## src/rtl/gam_memory_layer_engine.sv

```systemverilog
// rtl/gam_memory_layer_engine.sv - GAM memory-layer learn/recall engine with on-chip node storage
// Two-minimum L1 search over stored prototypes, then insert, or update the winner/runner-up and link them.
module gam_memory_layer_engine #(
    parameter int NODES    = 16,
    parameter int DIM      = 4,
    parameter int DATA_W   = 8,
    parameter int CLASS_W  = 4,
    parameter int LR_SHIFT = 1,
    parameter int NB_SHIFT = 2,
    parameter int THR_INIT = 16,
    localparam int IDX_W   = $clog2(NODES),
    localparam int DIST_W  = DATA_W + $clog2(DIM)
) (
    input  logic                    clk,
    input  logic                    reset,
    input  logic                    in_valid,
    output logic                    in_ready,
    input  logic [DIM*DATA_W-1:0]   in_x,
    input  logic [CLASS_W-1:0]      in_class,
    input  logic                    in_mode,
    output logic                    done,
    output logic                    result_hit,
    output logic [IDX_W-1:0]        result_node,
    output logic [CLASS_W-1:0]      result_class,
    output logic [DIST_W-1:0]       result_dist,
    output logic [IDX_W:0]          node_count,
    output logic                    full,
    output logic                    overflow,
    input  logic [IDX_W-1:0]        edge_a,
    input  logic [IDX_W-1:0]        edge_b,
    output logic                    edge_q
);

    localparam int CNT_W = 8;

    typedef enum logic [2:0] {
        S_IDLE, S_SEARCH, S_DECIDE, S_INSERT, S_UPD_S1, S_UPD_S2, S_CONNECT, S_DONE
    } state_t;

    state_t                  state_q;
    logic [DIM*DATA_W-1:0]   x_q;
    logic [CLASS_W-1:0]      cls_q;
    logic                    mode_q;
    logic [IDX_W-1:0]        idx_q, s1_q, s2_q, res_node_q;
    logic [DIST_W-1:0]       d1_q, d2_q;
    logic                    s1v_q, s2v_q, res_hit_q;
    logic [IDX_W:0]          node_count_q;
    logic                    overflow_q, done_q, edge_rd_q;
    logic                    result_hit_q;
    logic [IDX_W-1:0]        result_node_q;
    logic [CLASS_W-1:0]      result_class_q;
    logic [DIST_W-1:0]       result_dist_q;

    logic [DIM*DATA_W-1:0]   w_mem   [NODES];
    logic [CLASS_W-1:0]      cls_mem [NODES];
    logic [DIST_W-1:0]       th_mem  [NODES];
    logic [CNT_W-1:0]        m_mem   [NODES];
    logic [NODES-1:0]        edges_q [NODES];

    logic [DIST_W-1:0]       dist_d;
    logic [DIM*DATA_W-1:0]   w_s1_d, w_s2_d;
    logic [DIST_W:0]         thr_sum_d;
    logic                    full_d, last_idx_d, eligible_d;
    logic [IDX_W-1:0]        ins_idx_d;

    function automatic logic [DATA_W-1:0] absdiff(input logic [DATA_W-1:0] a, input logic [DATA_W-1:0] b);
        return (a > b) ? (a - b) : (b - a);
    endfunction

    // Moves each element toward x by a floor-shifted signed difference; never leaves [w, x].
    function automatic logic [DIM*DATA_W-1:0] learn_vec(input logic [DIM*DATA_W-1:0] w,
                                                        input logic [DIM*DATA_W-1:0] x,
                                                        input int sh);
        logic [DIM*DATA_W-1:0] r;
        logic signed [DATA_W:0] diff, nv;
        r = '0;
        for (int i = 0; i < DIM; i++) begin
            diff = $signed({1'b0, x[i*DATA_W +: DATA_W]}) - $signed({1'b0, w[i*DATA_W +: DATA_W]});
            nv   = $signed({1'b0, w[i*DATA_W +: DATA_W]}) + (diff >>> sh);
            r[i*DATA_W +: DATA_W] = nv[DATA_W-1:0];
        end
        return r;
    endfunction

    always_comb begin
        dist_d = '0;
        for (int i = 0; i < DIM; i++) begin
            dist_d = dist_d + DIST_W'(absdiff(x_q[i*DATA_W +: DATA_W], w_mem[idx_q][i*DATA_W +: DATA_W]));
        end
    end

    assign w_s1_d     = learn_vec(w_mem[s1_q], x_q, LR_SHIFT);
    assign w_s2_d     = learn_vec(w_mem[s2_q], x_q, LR_SHIFT + NB_SHIFT);
    assign thr_sum_d  = {1'b0, th_mem[s1_q]} + {1'b0, d1_q};
    assign full_d     = (node_count_q == (IDX_W+1)'(NODES));
    assign last_idx_d = (({1'b0, idx_q} + (IDX_W+1)'(1)) == node_count_q);
    assign eligible_d = mode_q || (cls_mem[idx_q] == cls_q);
    assign ins_idx_d  = node_count_q[IDX_W-1:0];

    always_ff @(posedge clk) begin
        if (reset) begin
            state_q        <= S_IDLE;
            node_count_q   <= '0;
            overflow_q     <= 1'b0;
            done_q         <= 1'b0;
            edge_rd_q      <= 1'b0;
            result_hit_q   <= 1'b0;
            result_node_q  <= '0;
            result_class_q <= '0;
            result_dist_q  <= '0;
            s1v_q          <= 1'b0;
            s2v_q          <= 1'b0;
            res_hit_q      <= 1'b0;
            res_node_q     <= '0;
            for (int n = 0; n < NODES; n++) begin
                edges_q[n] <= '0;
                m_mem[n]   <= '0;
            end
        end else begin
            done_q    <= 1'b0;
            edge_rd_q <= edges_q[edge_a][edge_b];
            case (state_q)
                S_IDLE: begin
                    if (in_valid) begin
                        x_q    <= in_x;
                        cls_q  <= in_class;
                        mode_q <= in_mode;
                        idx_q  <= '0;
                        s1_q   <= '0;
                        s2_q   <= '0;
                        d1_q   <= '1;
                        d2_q   <= '1;
                        s1v_q  <= 1'b0;
                        s2v_q  <= 1'b0;
                        state_q <= (node_count_q == '0) ? S_DECIDE : S_SEARCH;
                    end
                end
                S_SEARCH: begin
                    // Strict compares keep the lower index on ties.
                    if (eligible_d) begin
                        if (dist_d < d1_q) begin
                            s2_q  <= s1_q;
                            d2_q  <= d1_q;
                            s2v_q <= s1v_q;
                            s1_q  <= idx_q;
                            d1_q  <= dist_d;
                            s1v_q <= 1'b1;
                        end else if (dist_d < d2_q) begin
                            s2_q  <= idx_q;
                            d2_q  <= dist_d;
                            s2v_q <= 1'b1;
                        end
                    end
                    idx_q <= idx_q + IDX_W'(1);
                    if (last_idx_d) state_q <= S_DECIDE;
                end
                S_DECIDE: begin
                    res_node_q <= s1_q;
                    if (mode_q) begin
                        res_hit_q <= s1v_q;
                        state_q   <= S_DONE;
                    end else if (!s1v_q || (d1_q > th_mem[s1_q])) begin
                        state_q <= S_INSERT;
                    end else begin
                        state_q <= S_UPD_S1;
                    end
                end
                S_INSERT: begin
                    res_hit_q <= 1'b0;
                    if (full_d) begin
                        overflow_q <= 1'b1;
                        res_node_q <= '0;
                    end else begin
                        w_mem[ins_idx_d]   <= x_q;
                        cls_mem[ins_idx_d] <= cls_q;
                        th_mem[ins_idx_d]  <= s1v_q ? d1_q : DIST_W'(THR_INIT);
                        m_mem[ins_idx_d]   <= CNT_W'(1);
                        res_node_q         <= ins_idx_d;
                        node_count_q       <= node_count_q + (IDX_W+1)'(1);
                    end
                    state_q <= S_DONE;
                end
                S_UPD_S1: begin
                    w_mem[s1_q]  <= w_s1_d;
                    th_mem[s1_q] <= thr_sum_d[DIST_W:1];
                    if (m_mem[s1_q] != '1) m_mem[s1_q] <= m_mem[s1_q] + CNT_W'(1);
                    res_hit_q <= 1'b1;
                    state_q   <= s2v_q ? S_UPD_S2 : S_DONE;
                end
                S_UPD_S2: begin
                    w_mem[s2_q] <= w_s2_d;
                    state_q     <= S_CONNECT;
                end
                S_CONNECT: begin
                    edges_q[s1_q][s2_q] <= 1'b1;
                    edges_q[s2_q][s1_q] <= 1'b1;
                    state_q <= S_DONE;
                end
                S_DONE: begin
                    done_q         <= 1'b1;
                    result_hit_q   <= res_hit_q;
                    result_node_q  <= res_node_q;
                    result_class_q <= cls_mem[res_node_q];
                    result_dist_q  <= d1_q;
                    state_q        <= S_IDLE;
                end
                default: state_q <= S_IDLE;
            endcase
        end
    end

    assign in_ready     = (state_q == S_IDLE);
    assign done         = done_q;
    assign result_hit   = result_hit_q;
    assign result_node  = result_node_q;
    assign result_class = result_class_q;
    assign result_dist  = result_dist_q;
    assign node_count   = node_count_q;
    assign full         = full_d;
    assign overflow     = overflow_q;
    assign edge_q       = edge_rd_q;

endmodule

```

## config.mk

```make
export PLATFORM = sky130hd
export DESIGN_NAME = gam_memory_layer_engine
export DESIGN_NICKNAME = d
export VERILOG_FILES = /design/src/rtl/gam_memory_layer_engine.sv
export SDC_FILE = /design/constraint.sdc
export NUM_CORES = 2
export LEC_CHECK = 0
export BUFFER_PORTS_ARGS = -buffer_cell sky130_fd_sc_hd__buf_2
export CAP_MARGIN = 40
export CORE_MARGIN = 10
export CORE_UTILIZATION = 54
export CTS_CLUSTER_DIAMETER = 60
export DETAILED_ROUTE_END_ITERATION = 7
export GPL_TIMING_DRIVEN = 0
export PLACE_DENSITY = 0.78
export SETUP_SLACK_MARGIN = 0.5
export SLEW_MARGIN = 20
export SYNTH_ARGS = -nofsm -noshare
export SYNTH_HDL_FRONTEND = slang
export SYNTH_SLANG_ARGS = --single-unit
```

## constraint.sdc

```tcl
create_clock -name clk -period 10.6 [get_ports clk]
set_input_delay 0.53 -clock clk [delete_from_list [all_inputs] [get_ports clk]]
set_output_delay 0.53 -clock clk [all_outputs]
set_load 0.005 [all_outputs]
```

* Word-level counts from Yosys, hierarchy flattened
Memory sizes are Yosys's and may differ from the RTL's. A register that Yosys moved wholly into a read port is not among the register bits.
Cells that the tools add are included.
** Storage, ports and cells
- Bits of input ports :: 48
- Logic and storage cells :: 195
- Bits in writable memories :: 992
- Memories :: 4
- Flip-flop bits (word level) :: 102
- Output and inout bits :: 29
** Operators by class
- Equality and inequality tests :: 16
- $add $sub $neg :: 31
- Reduce and logical (&&, ||, !) cells :: 26
- Mux-type cells :: 84
- Bitwise operators :: 2
- Magnitude comparators :: 12
** Memories
- w_mem :: words 16, bits a word 32, rd ports 3, clocked after memory_dff 3, wr ports 1, line 54 : logic [DIM*DATA_W-1:0] w_mem [NODES];
- edges_q :: words 16, bits a word 16, rd ports 1, clocked after memory_dff 0, wr ports 16, line 58 : logic [NODES-1:0] edges_q [NODES];
- th_mem :: words 16, bits a word 10, rd ports 1, clocked after memory_dff 1, wr ports 1, line 56 : logic [DIST_W-1:0] th_mem [NODES];
- cls_mem :: words 16, bits a word 4, rd ports 2, clocked after memory_dff 2, wr ports 1, line 55 : logic [CLASS_W-1:0] cls_mem [NODES];
** Operators by type and width (count)
- 16-bit two-way mux :: 6
- 10-bit two-way mux :: 8
- 8-bit by 8-bit subtractor with 9-bit output :: 8
- 4-bit two-way mux :: 17
- 32-bit two-way mux :: 2
- 32-bit OR reduction :: 2
- 8-bit subtractor :: 8
- 10-bit case mux with 2 select lines :: 2
- 8-bit by 6-bit adder with 8-bit output :: 4
- 8-bit adder :: 4
- 8-bit greater-than comparator :: 4
- 8-bit two-way mux :: 4
- 4-bit case mux with 2 select lines :: 4
- 16-bit OR reduction :: 2
- 1-bit two-way mux :: 28
- 3-bit case mux with 7 select lines :: 1
- 10-bit < comparator :: 2
- 4-bit by 5-bit < comparator with 1-bit output, second input constant :: 3
- 3-bit == test, second input constant :: 4
- 3-bit two-way mux :: 4
- 10-bit by 10-bit adder with 11-bit output :: 1
- 10-bit by 8-bit adder with 10-bit output :: 1
- 9-bit by 8-bit adder with 10-bit output :: 1
- 10-bit greater-than comparator :: 1
- 31 further kinds :: 50

* Logic depth before layout (Yosys ltp)
- Depth after elaboration :: 11
- Depth in mapped cells :: 39
- Depth with buffers taken out :: 33

* Least setup slack after synthesis
No wires, ideal clock.
- Path kind :: register -> register
- From :: reg (tool-made name)
- To :: reg d1_q[0], enable pin
- Required time :: 10246 ps
- Library setup time :: 354 ps
- Buffers on the path :: 6
- Period minus slack after synthesis :: 9075 ps
- Data arrival time :: 8720 ps
- Cell stages (with the launch flop) :: 36
- Slack :: 1525 ps
- Cells stage by stage :: dfxtp_1 buf_6 buf_6 clkbuf_1 buf_1 mux4_2 mux4_2 ha_1 clkbuf_1 nand4_1 o22ai_1 o22a_1 buf_1 mux2_2 fa_1 inv_1 fa_1 inv_1 ha_1 fa_1 a21oi_1 nor2_1 nor2_1 o21bai_1 a21oi_1 xnor2_1 ha_1 o21a_1 o21ai_0 nor2_1 nor2_1 o31ai_1 a21oi_1 nand2b_1 nand3_1 inv_1
** RTL lines
- end signal, assigned :: line 146 : d1_q <= dist_d;
- end, declared :: line 45 : logic [DIST_W-1:0] d1_q, d2_q;

==> impl_metrics.sql <==
INSERT INTO impl_metrics (metric_group, metric, value, unit) VALUES
('timing', 'fin_skew', '37.8', 'ps'),
('status', 'run_status', 'finished with violations', ''),
('synth', 'yosys_warnings', '0', ''),
('synth', 'synth_area_leaders', 'sky130_fd_sc_hd__edfxtp_1 40%, sky130_fd_sc_hd__mux4_2 24%, sky130_fd_sc_hd__dfxtp_1 10%', ''),
('timing', 'max_clock_freq', '103', 'MHz'),
('worst_hold_path', 'hold_class', 'primary input to flop', ''),
('global_routing', 'initial_antenna_violation_count', '6', ''),
('synth', 'post_synth_edffs', '805', ''),
('setup_path', 'required', '11030', 'ps'),
('status', 'failing_checks', 'DRC', ''),
('timing', 'worst_slew_pin_slew', '958', 'ps'),
('global_routing', 'grt.overflow.total', '0', ''),
('synth', 'netlist.area_leader.share', '40.0', '%'),
('synth', 'ys_seq_elements', '1110', ''),
('routing', 'detailedRoute.firstIterationViolations', '8239', ''),
('cts', 'cts_root_buffer', 'sky130_fd_sc_hd__clkbuf_16', ''),
('job', 'maxCapViolCount', '0', ''),
('finish', 'layout-drive-gt1-share', '25.4', '%'),
('synth', 'netlist_area', '0.0605', 'mm2'),
('place', 'gp_routability_congestion', '0.982', ''),
('cts', 'cts-htree-levels', '3', ''),
('synth', 'post_synth_arst_share', '0', '%'),
('place', 'dp.final_hpwl', '148', 'mm'),
('setup_path', 'worstSetupPathType', 'flop to flop', ''),
('setup_path', 'crit_path_start_kind', 'flop', ''),
('routing', 'avgViaCountPerCell', '7.08', ''),
('setup_path', 'crit_path_frequent_cell', 'sky130_fd_sc_hd__nor2_1', ''),
('timing', 'hold_viol_final', '0', ''),
('setup_path', 'critical_path_peak_fanout', '14', ''),
('cts', 'clock_tree_from_tritoncts', 'yes', ''),
('cts', 'tritoncts_num_sinks', '1110', ''),
('setup_path', 'slowest_delay', '610', 'ps'),
('floorplan', 'area_of_the_die', '0.126', 'mm2'),
('cts', 'cts.path.max_buffers', '3', ''),
('routing', 'routed_wirelength', '206', 'mm'),
('setup_path', 'cp.arrival', '10170', 'ps'),
('cts', 'clk_latency', '760', 'ps'),
('synth', 'yosysSeqAreaShare', '50.1', '%'),
('floorplan', 'dieHeight', '355', 'um'),
('timing', 'timing_max_transition_violations_final', '0', ''),
('place', 'numPortBuffers', '72', ''),
('setup_path', 'critical_path.n_buffers_inverters', '10', ''),
('floorplan', 'placement_rows', '122', ''),
('cts', 'number_of_buffers_added_by_the_clock_tree_synthesis_step', '113', ''),
('finish', 'final_nets', '4989', ''),
('synth', 'netlist.top_cell.by_area', 'sky130_fd_sc_hd__edfxtp_1', ''),
('timing', 'layout_worst_path_cycle_share', '91.9', '%'),
('synth', 'number_of_standard_cells_after_synthesis', '4296', ''),
('synth', 'netlist-cell-type-count', '73', ''),
('setup_path', 'crit_slowest_cell', 'sky130_fd_sc_hd__mux4_2', ''),
('timing', 'min_period', '9740', 'ps'),
('synth', 'syn_nets', '4605', ''),
('timing', 'setup_viol', '0', ''),
('timing', 'timing.hold.ws', '41.4', 'ps'),
('cts', 'clkSlewWorstSetupHoldPaths', '60', 'ps'),
('floorplan', 'floorplan.io_pins', '77', ''),
('setup_path', 'critical_path.top_delay_family', 'adder cells', ''),
('global_routing', 'grt_start_max_net_pins', '29', ''),
('synth', 'synth_ff_type', 'sky130_fd_sc_hd__edfxtp_1', ''),
('global_routing', 'grtUsageTotal', '31.9', '%'),
('setup_path', 'timing.critical_path.to_type', 'flop', ''),
('global_routing', 'number_of_global_route_vias_before_repair', '44000', ''),
('timing', 'relSlewSlack', '36.1', '%'),
('finish', 'area_growth_syn_to_layout', '14.7', '%'),
('routing', 'wl_per_cell', '32.9', 'um'),
('finish', 'n_fill_cell', '7742', ''),
('routing', 'drc_errors', '5', ''),
('floorplan', 'core_area', '0.111', 'mm2'),
('routing', 'drtAntennaViolNets', '0', ''),
('floorplan', 'die-width', '355', 'um'),
('synth', 'syn-mean-instance-area', '14.1', 'um2'),
('floorplan', 'initial_utilization', '54.5', '%'),
('timing', 'rsz0062_at_grt', 'no', ''),
('routing', 'vias', '44400', ''),
('routing', 'detail_route.first_pass.iterations', '8', ''),
('global_routing', 'first_pass_grt_wire_length', '296', 'mm');
==> per-stage QoR <==
stage / instance area [um2] / setup TNS [ps] / setup WS, ps / utilization, % / std cells
CTS: 69100 / 0 / 516 / 62.3 / 6250
finish: 69400 / 0 / 860 / 62.5 / 6271
global placement: 62700 / -37560 / -983 / 56.5 / 5856
detailed placement: 64900 / 0 / 85.0 / 58.5 / 6001
floorplan: 60500 / 0 / 1530 / - / 4296
global route: 69400 / 0 / 518 / 62.5 / 6267
==> layout by cell type (no fill, tap or decap), types with 12 or more instances in the layout <==
master and n:
sky130_fd_sc_hd__edfxtp_1 805, sky130_fd_sc_hd__mux4_2 647, sky130_fd_sc_hd__inv_1 487, sky130_fd_sc_hd__o21ai_0 304, sky130_fd_sc_hd__dfxtp_1 304, sky130_fd_sc_hd__ha_1 224
sky130_fd_sc_hd__clkbuf_1 173, sky130_fd_sc_hd__a21oi_1 161, sky130_fd_sc_hd__nor2_1 154, sky130_fd_sc_hd__nand2_1 142, sky130_fd_sc_hd__buf_2 129, sky130_fd_sc_hd__a22oi_1 125
sky130_fd_sc_hd__clkbuf_16 115, sky130_fd_sc_hd__xnor2_1 92, sky130_fd_sc_hd__a21o_1 65, sky130_fd_sc_hd__buf_6 63, sky130_fd_sc_hd__buf_4 58, sky130_fd_sc_hd__nor2b_1 41
sky130_fd_sc_hd__mux2i_1 40, sky130_fd_sc_hd__a211oi_1 40, sky130_fd_sc_hd__nor3_1 37, sky130_fd_sc_hd__fa_1 37, sky130_fd_sc_hd__xor2_1 36, sky130_fd_sc_hd__dlygate4sd3_1 35
sky130_fd_sc_hd__o21ai_1 32, sky130_fd_sc_hd__nand2b_1 27, sky130_fd_sc_hd__buf_16 27, sky130_fd_sc_hd__o21bai_1 25, sky130_fd_sc_hd__nand3_1 24, sky130_fd_sc_hd__clkinv_2 24
sky130_fd_sc_hd__buf_1 23, sky130_fd_sc_hd__buf_8 17, sky130_fd_sc_hd__clkbuf_2 14, sky130_fd_sc_hd__mux2_2 14, sky130_fd_sc_hd__nor2_4 14, sky130_fd_sc_hd__clkinv_1 14
sky130_fd_sc_hd__and3_1 12, sky130_fd_sc_hd__o21a_1 12
==> metal layers <==
| metal | track usage, % | vias up | part of all wire [%] |
|---|---|---|---|
| li1 | - | 17300 | - |
| met1 | 38.3 | 21800 | 32 |
| met2 | 48.3 | 4168 | 44 |
| met3 | 11.5 | 1103 | 15 |
| met4 | 21.3 | 12 | 8.2 |
| met5 | 0 | - | 0.051 |
==> flip-flops by register name (all words and copies together) (netlist names), 5 cells and up, named ones only <==
register     cells
w_mem          512
edges_q        256
th_mem         160
cls_mem         64
x_q             32
d1_q            10
d2_q            10
result_dist     10
node_count       5
==> cells in the mapped netlist, types with 25 or more instances <==
cell type and instances:
sky130_fd_sc_hd__buf_1 46, sky130_fd_sc_hd__buf_2 35, sky130_fd_sc_hd__o21bai_1 25, sky130_fd_sc_hd__nor2b_1 44
sky130_fd_sc_hd__a21o_1 65, sky130_fd_sc_hd__nand2_1 142, sky130_fd_sc_hd__a211oi_1 40, sky130_fd_sc_hd__ha_1 224
sky130_fd_sc_hd__a21oi_1 166, sky130_fd_sc_hd__edfxtp_1 805, sky130_fd_sc_hd__nand2b_1 27, sky130_fd_sc_hd__dfxtp_1 305
sky130_fd_sc_hd__inv_1 488, sky130_fd_sc_hd__nor2_1 167, sky130_fd_sc_hd__a22oi_1 125, sky130_fd_sc_hd__fa_1 37
sky130_fd_sc_hd__xor2_1 36, sky130_fd_sc_hd__nor3_1 38, sky130_fd_sc_hd__o21ai_0 318, sky130_fd_sc_hd__clkbuf_1 170
sky130_fd_sc_hd__mux2i_1 40, sky130_fd_sc_hd__mux4_2 647, sky130_fd_sc_hd__xnor2_1 95
==> final timing paths <==
path,startpoint,end,slack [ps],cells after the start
setup / recovery,flop,d1_q[2],860,37
hold / removal,in_x[28],x_q[28],40,1
setup reg to reg,flop,d1_q[2],860,37
hold reg to reg,edges_q[7][5],edges_q[7][5],450,2
==> area by class of cell <==
| class | count | area (um2) | share of cell area, % |
|---|---|---|---|
| clock buffers | 143 | 3060 | 4.41 |
| clock inverters | 71 | 764 | 1.10 |
| plain buffers | 264 | 1220 | 1.76 |
| multi-input cells | 2430 | 27500 | 39.6 |
| diodes | 4 | 10.0 | 0.0144 |
| flip-flops and latches | 1110 | 30300 | 43.6 |
| repair buffers | 269 | 2880 | 4.15 |
| well taps | 1488 | 1860 | 2.68 |
| inverters | 492 | 1850 | 2.67 |
==> cells by family after synthesis <==
logic type | share of synthesized area, %
AOI/OAI and AO/OA | 8.45
xor gates and xnor gates | 1.92
adders and majority gates | 5.86
buffers and inverters | 4.88
DFF | 50.1
muxes | 25.1
and+or+nand+nor | 3.75
==> what timing repair did <==
item                                    in CTS  in global routing
resized for setup                           14                 31
endpoints found under the setup margin      36                 52
hold buffers                                35                  0
endpoints found under the hold margin       35                  0
pin swaps                                    0                  1
setup buffers                                0                  4
Power is not shown: default switching activity piles up to over one toggle a cycle in this logic, so the estimate is an artifact.
